--- src/rtl/timer_ctrl.sv ---
// Command-driven run/pause/expire controller for a W-bit up-counter.
// Accepts START/PAUSE/RESUME/ABORT, exports the count and pulses done/cmd_err.
module timer_ctrl #(
    parameter int W      = 4,
    parameter int WRAP_W = 8
) (
    input  logic              clk,
    input  logic              rst_n,
    input  logic              cmd_valid,
    output logic              cmd_ready,
    input  logic [1:0]        cmd_op,
    input  logic [W-1:0]      cmd_limit,
    input  logic              cmd_periodic,
    output logic [W-1:0]      count,
    output logic              busy,
    output logic              done,
    output logic              cmd_err,
    output logic [WRAP_W-1:0] wrap_cnt
);

    typedef enum logic [1:0] {
        S_IDLE   = 2'd0,
        S_RUN    = 2'd1,
        S_PAUSED = 2'd2,
        S_DONE   = 2'd3
    } state_t;

    localparam logic [1:0] OP_START  = 2'd0;
    localparam logic [1:0] OP_PAUSE  = 2'd1;
    localparam logic [1:0] OP_RESUME = 2'd2;
    localparam logic [1:0] OP_ABORT  = 2'd3;

    state_t              state_q, state_d;
    logic [W-1:0]        count_q, count_d;
    logic [W-1:0]        limit_q, limit_d;
    logic                periodic_q, periodic_d;
    logic [WRAP_W-1:0]   wrap_q, wrap_d;
    logic                done_q, done_d;
    logic                err_q, err_d;
    logic                busy_q, busy_d;
    logic                accept_s;
    logic                terminal_s;

    // Ready drops asynchronously with reset and for the single DONE cycle.
    assign cmd_ready  = rst_n & (state_q != S_DONE);
    assign accept_s   = cmd_valid & cmd_ready;
    assign terminal_s = (count_q == limit_q);

    // Next-state, datapath and pulse computation.
    always_comb begin
        state_d    = state_q;
        count_d    = count_q;
        limit_d    = limit_q;
        periodic_d = periodic_q;
        wrap_d     = wrap_q;
        done_d     = 1'b0;
        err_d      = 1'b0;
        case (state_q)
            S_IDLE: begin
                if (accept_s && (cmd_op == OP_START)) begin
                    state_d    = S_RUN;
                    count_d    = {W{1'b0}};
                    limit_d    = cmd_limit;
                    periodic_d = cmd_periodic;
                    wrap_d     = {WRAP_W{1'b0}};
                end else if (accept_s && (cmd_op != OP_ABORT)) begin
                    err_d = 1'b1;
                end else begin
                    state_d = S_IDLE;
                end
            end
            S_RUN: begin
                if (accept_s && (cmd_op == OP_ABORT)) begin
                    // Abort beats a coincident expiry: no done pulse.
                    state_d = S_IDLE;
                    count_d = {W{1'b0}};
                end else if (terminal_s) begin
                    count_d = {W{1'b0}};
                    done_d  = 1'b1;
                    err_d   = accept_s && ((cmd_op != OP_PAUSE) || !periodic_q);
                    if (periodic_q) begin
                        wrap_d  = (wrap_q == {WRAP_W{1'b1}}) ? wrap_q : wrap_q + WRAP_W'(1);
                        state_d = (accept_s && (cmd_op == OP_PAUSE)) ? S_PAUSED : S_RUN;
                    end else begin
                        state_d = S_DONE;
                    end
                end else if (accept_s && (cmd_op == OP_PAUSE)) begin
                    state_d = S_PAUSED;
                end else begin
                    count_d = count_q + W'(1);
                    err_d   = accept_s;
                end
            end
            S_PAUSED: begin
                if (accept_s && (cmd_op == OP_RESUME)) begin
                    state_d = S_RUN;
                end else if (accept_s && (cmd_op == OP_ABORT)) begin
                    state_d = S_IDLE;
                    count_d = {W{1'b0}};
                end else begin
                    err_d = accept_s;
                end
            end
            S_DONE: begin
                state_d = S_IDLE;
                count_d = {W{1'b0}};
            end
            default: begin
                state_d = S_IDLE;
                count_d = {W{1'b0}};
            end
        endcase
        busy_d = (state_d == S_RUN) || (state_d == S_PAUSED);
    end

    // State and output registers.
    always_ff @(posedge clk or negedge rst_n) begin
        if (!rst_n) begin
            state_q    <= S_IDLE;
            count_q    <= {W{1'b0}};
            limit_q    <= {W{1'b0}};
            periodic_q <= 1'b0;
            wrap_q     <= {WRAP_W{1'b0}};
            done_q     <= 1'b0;
            err_q      <= 1'b0;
            busy_q     <= 1'b0;
        end else begin
            state_q    <= state_d;
            count_q    <= count_d;
            limit_q    <= limit_d;
            periodic_q <= periodic_d;
            wrap_q     <= wrap_d;
            done_q     <= done_d;
            err_q      <= err_d;
            busy_q     <= busy_d;
        end
    end

    assign count    = count_q;
    assign busy     = busy_q;
    assign done     = done_q;
    assign cmd_err  = err_q;
    assign wrap_cnt = wrap_q;

endmodule
--- config.mk ---
export PLATFORM = sky130hd
export DESIGN_NAME = timer_ctrl
export DESIGN_NICKNAME = d
export VERILOG_FILES = /design/src/rtl/timer_ctrl.sv
export SDC_FILE = /design/constraint.sdc
export NUM_CORES = 1
export LEC_CHECK = 0
export BUFFER_PORTS_ARGS = -buffer_cell sky130_fd_sc_hd__buf_2
export CORE_MARGIN = 3
export CORE_UTILIZATION = 53
export CTS_CLUSTER_SIZE = 10
export DETAILED_ROUTE_END_ITERATION = 8
export PLACE_DENSITY = 0.75
export SYNTH_ARGS = -nofsm -noshare
export SYNTH_HDL_FRONTEND = slang
export SYNTH_SLANG_ARGS = --single-unit
--- constraint.sdc ---
create_clock -name clk -period 1.9 [get_ports clk]
set_clock_uncertainty 0.1 [all_clocks]
set_input_delay 0.475 -clock clk [delete_from_list [all_inputs] [get_ports clk]]
set_output_delay 0.475 -clock clk [all_outputs]
set_load 0.02 [all_outputs]
==> run metrics, run 1 <==
routed via count=1,191; nets=194; source-to-sink clock delay at the later pin of the worst-skew pair=300 ps; power density over cell area=1361 nW/um2; setup slack after placement=-72.50 ps; largest cells by area after synthesis=sky130_fd_sc_hd__dfrtp_1 (43%), sky130_fd_sc_hd__nand2_1 (8.2%), sky130_fd_sc_hd__nand3_1 (3.5%); relative contribution of sequential cells to total power=0.348; part of the total power dissipated in combinational logic=0.531; number of buffer cells added on primary ports=25; grt ovf=0; setup slack of the critical path after layout=88.33 ps; I/O Pins=26; cell type group with the largest total delay on the critical path=flip-flops; worst slew pin tran=465.5 ps; number of synthesized flops with an enable pin=0; Slowest cell on crit path=sky130_fd_sc_hd__dfrtp_1; top library cells by usage in the layout, fill and taps aside=sky130_fd_sc_hd__nand2_1 (27), sky130_fd_sc_hd__buf_2 (25), sky130_fd_sc_hd__dfrtp_1 (22), sky130_fd_sc_hd__buf_4 (12), sky130_fd_sc_hd__nand3_1 (9); synthesized netlist net count=156; class of the tightest hold or removal check=in2async; total inserted antenna cells=0; pin count of the biggest net entering global routing=20; max-cap violation count=0; final antenna-violating net count=0; flip-flop and latch count after synthesis=22; # clock sinks=22; arrival time reported for the critical path endpoint=1240 ps; Setup CP Type=reg2out; timing-limited maximum frequency=552.0 MHz; Leakage=0.7904 nW; number of rows created at floorplan=17; post-synth top area cell=sky130_fd_sc_hd__dfrtp_1; minimum clock period after layout=1812 ps; Worst Path Buf+Inv=2; total setup violations reported at the end of the flow=0; leading cell type in the layout, fill and taps excluded=sky130_fd_sc_hd__nand2_1; critical path data required time=1320 ps; area of the placeable core=2255 um2; startpoint class of the critical path=flop; Max-Slew Margin vs Limit=0.6873; Final Hold Viols=0; count of hold-fix buffers inserted at cts=0; total power of the final layout=2.121 mW; number of levels the H-tree was split into=1; total global routing track utilization=0.2136; critical path fanouts, max=10; Horiz. Die Dim=55.05 um; fraction of registers with async set or reset after synthesis=1.000; total routed wirelength=2925 um; Area Growth Syn to Fin=22.18%; Syn. warnings=0; clock-pin slew on the worst setup and hold paths=120 ps; nature of the critical path endpoint=output pin; share of the synthesized area in the top cell type=0.4318; number of buffers created by CTS=3; Starting Density=0.5655; setup repair after global routing missed its margin=no; post-route worst hold slack=26.14 ps; setup_tns=0 ps; die footprint=3030 um2; post-detailed-route DRC marker count=0; fraction of final layout cells sized beyond drive strength 1=0.2652; global placer's final weighted congestion=0.8416; half-perimeter wire length after placement=2255 um; synthesized instance count=144; proportion of total power due to net switching=0.4400; drt via density=5.699; relative contribution of the clock network to total power=0.121; buffers from clock root to sink, at most=2; register area share after synthesis=0.4318; IR Drop Worst-Case VDD=0.9231 mV; root buf cell=sky130_fd_sc_hd__clkbuf_4; Vert. Die Dim=55.05 um; series of cell instances along the critical path=buf_4, nand2_2, and2_1, buf_2; global-route wire length before repair=4657 um; synthesized area divided by synthesized cell count=8.854 um2; via count of the first global-routing pass=1,082; Worst path max stage delay=400 ps; routed wirelength normalized by instance count=14.00 um; most instantiated flip-flop cell in the synthesis netlist=sky130_fd_sc_hd__dfrtp_1; TritonCTS clock tree=done; Internal=1.188 mW; Period Utilization, post-route=0.9535; Max Slew Vio Count=0; outcome=finished, final reports clean; post-synthesis cell area=1275 um2; number of antenna violations at the first check in global routing=0; Iter 0 DRT Violations=36; drt pass-1 iters=4; net switching power of the design=0.9330 mW; unique cell type count in the Yosys netlist=34
## through the flow
stage,cells,util,instance area [um2]
finish,209,0.6909,1558
floorplan,144,-,1275
detailed placement,204,0.6654,1500
CTS,208,0.6815,1536
global route,209,0.6909,1558
global placement,204,0.6654,1500
## power by group through the flow
stage               Sequential, mW  Combinational, mW  Clock, mW
global placement             0.738               1.02          0
global route                 0.759               1.24      0.288
finish                       0.737               1.13      0.257
detailed placement           0.741               1.06          0
CTS                          0.734               1.07      0.259
floorplan                    0.820              0.651          0
## cell usage after synthesis (all sizes together), types with 2 or more instances
| library cell | number |
|---|---|
| a21oi | 5 |
| and2 | 3 |
| and3 | 6 |
| and4 | 3 |
| buf | 5 |
| dfrtp | 22 |
| ha | 2 |
| mux2i | 4 |
| nand2 | 29 |
| nand2b | 4 |
| nand3 | 9 |
| nand3b | 2 |
| nand4 | 7 |
| nor2 | 8 |
| nor3 | 3 |
| o211ai | 3 |
| o21ai | 10 |
| or3 | 4 |
| xnor2 | 4 |
## state kept, by name (all words and copies together), names as in the netlist
register    flops
wrap_cnt        8
count           4
limit_q         4
periodic_q      1
busy            1
cmd_err         1
state_q         2
done            1
## final cells by class
| class | instances | area (um2) |
|---|---|---|
| multi-input combinational | 116 | 705.7 |
| fill | 201 | 696.9 |
| clock buffer | 4 | 36.28 |
| tap | 28 | 35.03 |
| timing repair buffer | 38 | 226.5 |
| sequential | 22 | 550.5 |
| inverter | 1 | 3.754 |
## logic make-up after synthesis
group | synth area share
compound gates | 0.1197
xor+xnor | 0.03435
fa+ha+maj | 0.01962
buf+inv | 0.02257
flops | 0.4318
mux | 0.03140
simple gates | 0.3405
## routing by layer
metal,vias to the layer above,wire length (um),global-route usage
met5,-,0,0
li1,592,-,-
met4,0,34,0.06073
met2,19,1484,0.3937
met1,576,1315,0.2592
met3,4,90,0.02413
## final timing paths
check                              from         end  slack, ps  depth (start not counted)
min reg2reg                  limit_q[1]  limit_q[1]        430                          2
max in group asynchronous         rst_n  limit_q[0]       1410                          2
max reg2reg                  state_q[1]  periodic_q        100                          6
min                               rst_n    count[3]         30                          2
min in group clk           cmd_limit[3]  limit_q[3]        250                          3
max                          state_q[0]   cmd_ready         90                          4
## what timing repair did
action / in CTS / in global routing
setup endpoints to repair: 0 / 6
buffers inserted: 0 / 1
gates resized for setup: 0 / 3
No activity file was read; power rests on OpenSTA's default activity.
==> run 2: changes to the inputs <==
--- a/config.mk
+++ b/config.mk
@@ -8,2 +8,3 @@
 export BUFFER_PORTS_ARGS = -buffer_cell sky130_fd_sc_hd__buf_2
+export CAP_MARGIN = 40
 export CORE_MARGIN = 3
--- a/constraint.sdc
+++ b/constraint.sdc
@@ -4,2 +4,2 @@
 set_output_delay 0.475 -clock clk [all_outputs]
-set_load 0.02 [all_outputs]
+set_load 0.01 [all_outputs]
==> run 2 against run 1 <==
  * Fmax fell by 0.35%
  * Register-to-register slack is essentially flat
  * Cell count grew 0.48%
  * Clock power is essentially flat
  * Flip-flop and latch count unchanged
  * Clock-buffer cell count unchanged
  * Power is 2.3% lower
  * Critical endpoint unchanged
==> run metrics, run 2 (synthesis results as in run 1) <==
Leakage=0.7950 nW (was 0.7904 nW); minimum clock period after layout=1818 ps (was 1812 ps); number of non-filler instances in the completed layout=210 (was 209); reg2reg setup slack=100 ps (about the same); grt ovf=0 (unchanged); total inserted antenna cells=0 (unchanged); setup_tns=0 ps (unchanged); pin count of the biggest net entering global routing=20 (unchanged); Max Slew Vio Count=0 (unchanged); final antenna-violating net count=0 (unchanged); register area=550.5 um2 (unchanged); startpoint class of the critical path=flop (unchanged); Cells after DPL=204 (unchanged); number of levels the H-tree was split into=1 (unchanged); fraction of met2 tracks used by global routing=0.3937 (unchanged); setup slack of the critical path after layout=81.88 ps (was 88.33 ps); global placer's final weighted congestion=0.8416 (unchanged); grt met1 use=0.2592 (unchanged); area of the placeable core=2255 um2 (unchanged); setup repair after global routing missed its margin=no (unchanged); total setup violations reported at the end of the flow=0 (unchanged); total global routing track utilization=0.2136 (unchanged); number of antenna violations at the first check in global routing=0 (unchanged); outcome=finished, final reports clean (unchanged); destination of the worst register-to-register timing path=periodic_q (unchanged); Area Growth Syn to Fin=22.57% (was 22.18%); fraction of final layout cells sized beyond drive strength 1=0.2637 (was 0.2652); routed via count=1,209 (was 1,191); power density over cell area=1326 nW/um2 (was 1361 nW/um2); buffers from clock root to sink, at most=2 (unchanged); Fill cells=199 (was 201); Period Utilization, post-route=0.9569 (was 0.9535); Iter 0 DRT Violations=50 (was 36); TritonCTS clock tree=done (unchanged); number of buffer cells added on primary ports=25 (unchanged); Starting Density=0.5655 (unchanged); critical path data required time=1320 ps (about the same); clock-pin slew on the worst setup and hold paths=120 ps (about the same); Final Hold Viols=0 (unchanged); global-route wire length before repair=4657 um (unchanged); Horiz. Die Dim=55.05 um (unchanged); most used routing layer in global routing=met2 (unchanged); number of buffers created by CTS=3 (unchanged); # clock sinks=22 (unchanged); area after detailed placement=1500 um2 (unchanged); nature of the critical path endpoint=output pin (unchanged); IR Drop Worst-Case VDD=0.9179 mV (was 0.9231 mV); Max-Slew Margin vs Limit=0.6873 (about the same); top library cells by usage in the layout, fill and taps aside=sky130_fd_sc_hd__nand2_1 (28), sky130_fd_sc_hd__buf_2 (25), sky130_fd_sc_hd__dfrtp_1 (22), sky130_fd_sc_hd__buf_4 (13), sky130_fd_sc_hd__nand3_1 (9) (was sky130_fd_sc_hd__nand2_1 (27), sky130_fd_sc_hd__buf_2 (25), sky130_fd_sc_hd__dfrtp_1 (22), sky130_fd_sc_hd__buf_4 (12), sky130_fd_sc_hd__nand3_1 (9)); half-perimeter wire length after placement=2255 um (unchanged); cell area after layout=1563 um2 (was 1558 um2); Vert. Die Dim=55.05 um (unchanged); Largest register FFs=8 (unchanged); leading cell type in the layout, fill and taps excluded=sky130_fd_sc_hd__nand2_1 (unchanged); setup slack after placement=-72.50 ps (unchanged); multi-input logic area=703.2 um2 (was 705.7 um2); timing-limited maximum frequency=550.0 MHz (was 552.0 MHz); post-detailed-route DRC marker count=0 (unchanged); drt via density=5.757 (was 5.699); number of rows created at floorplan=17 (unchanged); source-to-sink clock delay at the later pin of the worst-skew pair=300 ps (about the same); worst reg2reg path depth=6 (unchanged); I/O Pins=26 (unchanged); arrival time reported for the critical path endpoint=1240 ps (about the same); routed wirelength normalized by instance count=14.09 um (was 14.00 um); met3 Usage GRT=0.02413 (unchanged); via count of the first global-routing pass=1,082 (unchanged); worst setup path start=state_q[0] (unchanged); root buf cell=sky130_fd_sc_hd__clkbuf_4 (unchanged); max-cap violation count=0 (unchanged); Setup CP Type=reg2out (unchanged); nets=195 (was 194); capturing element of the worst setup path=cmd_ready (unchanged); worst slew pin tran=465.4 ps (was 465.5 ps); total routed wirelength=2959 um (was 2925 um); drt pass-1 iters=6 (was 4); critical path fanouts, max=10 (unchanged); die footprint=3030 um2 (unchanged); class of the tightest hold or removal check=in2async (unchanged); RR Startpoint=state_q[1] (unchanged)
[run 2: metal layers]
metal | share of wire | up-vias
li1 | - | 594
met1 | 0.45 | 586
met2 | 0.51 | 27
met3 | 0.038 | 2
met4 | 0.0061 | 0
met5 | 0 | -
[run 2: repair_timing]
action,CTS,global route
hold buffers,0,0
buffers inserted,0,2
endpoints found under the setup margin,0,6
gates resized for setup,0,2
[run 2: final cells by class]
cell class / instances / area share
Tap cell: 28 / 0.02242
Timing Repair Buffer: 39 / 0.1497
Multi-Input combinational cell: 116 / 0.4500
Sequential cell: 22 / 0.3523
Clock buffer: 4 / 0.02322
Inverter: 1 / 0.002402
[run 2: report_power, final]
group | total, mW | internal, mW | switching (mW) | leakage (nW)
registers | 0.737 | 0.615 | 0.123 | 0.291
clock network | 0.256 | 0.117 | 0.140 | 0.0210
logic | 1.08 | 0.467 | 0.611 | 0.483
total | 2.07 | 1.20 | 0.873 | 0.795
[run 2: worst min path at each step]
stage / end / slack, ps / cells after the start
finish: count[3] / 30 / 2
global route: count[3] / 10 / 2
CTS: count[3] / 20 / 2
detailed placement: count[3] / 360 / 2
global placement: count[1] / 360 / 2
floorplan: busy / 80 / 0
[run 2: stage by stage]
stage,util,total power [mW],hold WS [ps]
floorplan,-,1.412,79.41
global placement,0.6654,1.694,360.4
detailed placement,0.6654,1.738,355.7
CTS,0.6815,1.997,20.24
global route,0.6931,2.238,12.30
finish,0.6931,2.072,27.35
[run 2: worst max-delay path, cell delays in order (launching register included)]
cell and delay [ps]:
sky130_fd_sc_hd__dfrtp_1 400, sky130_fd_sc_hd__buf_4 170, sky130_fd_sc_hd__nand2_1 130, sky130_fd_sc_hd__and2_1 130, sky130_fd_sc_hd__buf_2 120
==> run 3: changes to the inputs <==
Settings changed: RECOVER_POWER set to 100.
==> run 3 against run 2 <==
  * Setup slack worse by 18 ps
  * Sequential share of layout area up 0.84 points
  * Global-route usage unchanged
  * Cell count unchanged
  * Critical endpoint is now periodic_q
  * Core utilization down 1.6 points
  * Fmax down 1.0%
  * Worst hold slack better by 98 ps
==> run metrics, run 3 (synthesis results as in run 1) <==
worst slew pin tran=478.6 ps (was 465.4 ps); grt met1 use=0.2592 (unchanged); nature of the critical path endpoint=flop (was output pin); most used routing layer in global routing=met2 (unchanged); Layout Utilization=0.6770 (was 0.6931); critical path fanouts, max=5 (was 10); minimum clock period after layout=1837 ps (was 1818 ps); setup repair after global routing missed its margin=no (unchanged); Setup CP Type=reg2reg (was reg2out); post-route worst hold slack=125.8 ps (was 27.35 ps); final antenna-violating net count=0 (unchanged); Starting Density=0.5655 (unchanged); Final Hold Viols=0 (unchanged); Max-Slew Margin vs Limit=0.6785 (was 0.6873); number of buffers created by CTS=3 (unchanged); fraction of met2 tracks used by global routing=0.3937 (unchanged); multi-input logic area=698.2 um2 (was 703.2 um2); fraction of final layout cells sized beyond drive strength 1=0.1648 (was 0.2637); half-perimeter wire length after placement=2255 um (unchanged); cell area after layout=1526 um2 (was 1563 um2); Period Utilization, post-route=0.9666 (was 0.9569); total routed wirelength=2921 um (was 2959 um); buffers from clock root to sink, at most=2 (unchanged); global placer's final weighted congestion=0.8416 (unchanged); area after detailed placement=1500 um2 (unchanged); timing-limited maximum frequency=544.5 MHz (was 550.0 MHz); Largest register FFs=8 (unchanged); I/O Pins=26 (unchanged); Horiz. Die Dim=55.05 um (unchanged); destination of the worst register-to-register timing path=periodic_q (unchanged); register area=550.5 um2 (unchanged); Max Slew Vio Count=0 (unchanged); IR Drop Worst-Case VDD=0.8449 mV (was 0.9179 mV); total global routing track utilization=0.2136 (unchanged); routed via count=1,234 (was 1,209); Fill cells=207 (was 199); global-route wire length before repair=4657 um (unchanged); startpoint class of the critical path=flop (unchanged); Area Growth Syn to Fin=19.72% (was 22.57%); Vert. Die Dim=55.05 um (unchanged); power density over cell area=1318 nW/um2 (was 1326 nW/um2); RR Startpoint=state_q[1] (unchanged); number of rows created at floorplan=17 (unchanged); number of antenna violations at the first check in global routing=0 (unchanged); met3 Usage GRT=0.02413 (unchanged); area of the placeable core=2255 um2 (unchanged); die footprint=3030 um2 (unchanged); max-cap violation count=0 (unchanged); outcome=finished, final reports clean (unchanged); Iter 0 DRT Violations=45 (was 50); pin count of the biggest net entering global routing=20 (unchanged); drt pass-1 iters=4 (was 6); reg2reg setup slack=60 ps (was 100 ps); total power of the final layout=2.012 mW (was 2.072 mW); worst reg2reg path depth=6 (unchanged); TritonCTS clock tree=done (unchanged); arrival time reported for the critical path endpoint=1990 ps (was 1240 ps); routed wirelength normalized by instance count=13.91 um (was 14.09 um); Leakage=0.7249 nW (was 0.7950 nW); critical path data required time=2050 ps (was 1320 ps); via count of the first global-routing pass=1,082 (unchanged); source-to-sink clock delay at the later pin of the worst-skew pair=300 ps (about the same); number of non-filler instances in the completed layout=210 (unchanged); total inserted antenna cells=0 (unchanged); drt via density=5.876 (was 5.757); Cells after DPL=204 (unchanged); grt ovf=0 (unchanged); clock-pin slew on the worst setup and hold paths=120 ps (about the same); leading cell type in the layout, fill and taps excluded=sky130_fd_sc_hd__nand2_1 (unchanged); number of buffer cells added on primary ports=25 (unchanged); total setup violations reported at the end of the flow=0 (unchanged); nets=195 (unchanged); top library cells by usage in the layout, fill and taps aside=sky130_fd_sc_hd__nand2_1 (28), sky130_fd_sc_hd__dfrtp_1 (22), sky130_fd_sc_hd__clkbuf_1 (17), sky130_fd_sc_hd__buf_2 (11), sky130_fd_sc_hd__nand3_1 (9) (was sky130_fd_sc_hd__nand2_1 (28), sky130_fd_sc_hd__buf_2 (25), sky130_fd_sc_hd__dfrtp_1 (22), sky130_fd_sc_hd__buf_4 (13), sky130_fd_sc_hd__nand3_1 (9)); post-detailed-route DRC marker count=0 (unchanged); number of levels the H-tree was split into=1 (unchanged); class of the tightest hold or removal check=in2async (unchanged); root buf cell=sky130_fd_sc_hd__clkbuf_4 (unchanged); # clock sinks=22 (unchanged)
## run 3: report_power, final
group	total (mW)	switching [mW]	leakage [nW]	internal, mW
registers	0.736	0.122	0.291	0.615
logic	1.02	0.609	0.413	0.413
clock network	0.254	0.137	0.0210	0.117
total	2.01	0.868	0.725	1.14
## run 3: worst max path at each step
stage,startpoint,endpoint,slack [ps],cells after the start
6_report,state_q[1],periodic_q,60,6
5_1_grt,state_q[1],periodic_q,0.8,6
4_1_cts,limit_q[0],wrap_cnt[7],20,5
3_5_place_dp,cmd_op[0],periodic_q,-70,7
3_3_place_gp,cmd_op[0],periodic_q,-50,7
2_1_floorplan,cmd_op[0],wrap_cnt[6],90,4
## run 3: timing repair
item                                    4_1_cts  5_1_grt
endpoints found under the setup margin        0        6
buffers inserted                              0        2
resized for setup                             0        2
hold buffers                                  0        0
## run 3: worst max-delay path: stages, from the launching register on
cell and delay, ps:
sky130_fd_sc_hd__dfrtp_1 430, sky130_fd_sc_hd__or3_1 370, sky130_fd_sc_hd__clkbuf_4 150, sky130_fd_sc_hd__nor3_1 380
sky130_fd_sc_hd__clkbuf_2 240, sky130_fd_sc_hd__nand2_1 70, sky130_fd_sc_hd__nand2_1 50
## run 3: per-layer routing
layer	vias up	wire, um
met2	35	1496
met4	0	31
met1	595	1258
li1	599	-
met5	-	0
met3	5	134
## run 3: cell type report
class                   instances  area share
multi-input cells             116      0.4574
flip-flops and latches         22      0.3607
repair buffers                 39      0.1328
clock buffers                   4     0.02377
well taps                      28     0.02295
inverters                       1    0.002459
## run 3: through the flow
step	TNS, ps	setup WS [ps]
floorplan	0	90.04
detailed placement	-475.2	-72.50
global placement	-264.6	-50.10
finish	0	63.42
CTS	0	23.89
global route	0	0.7923
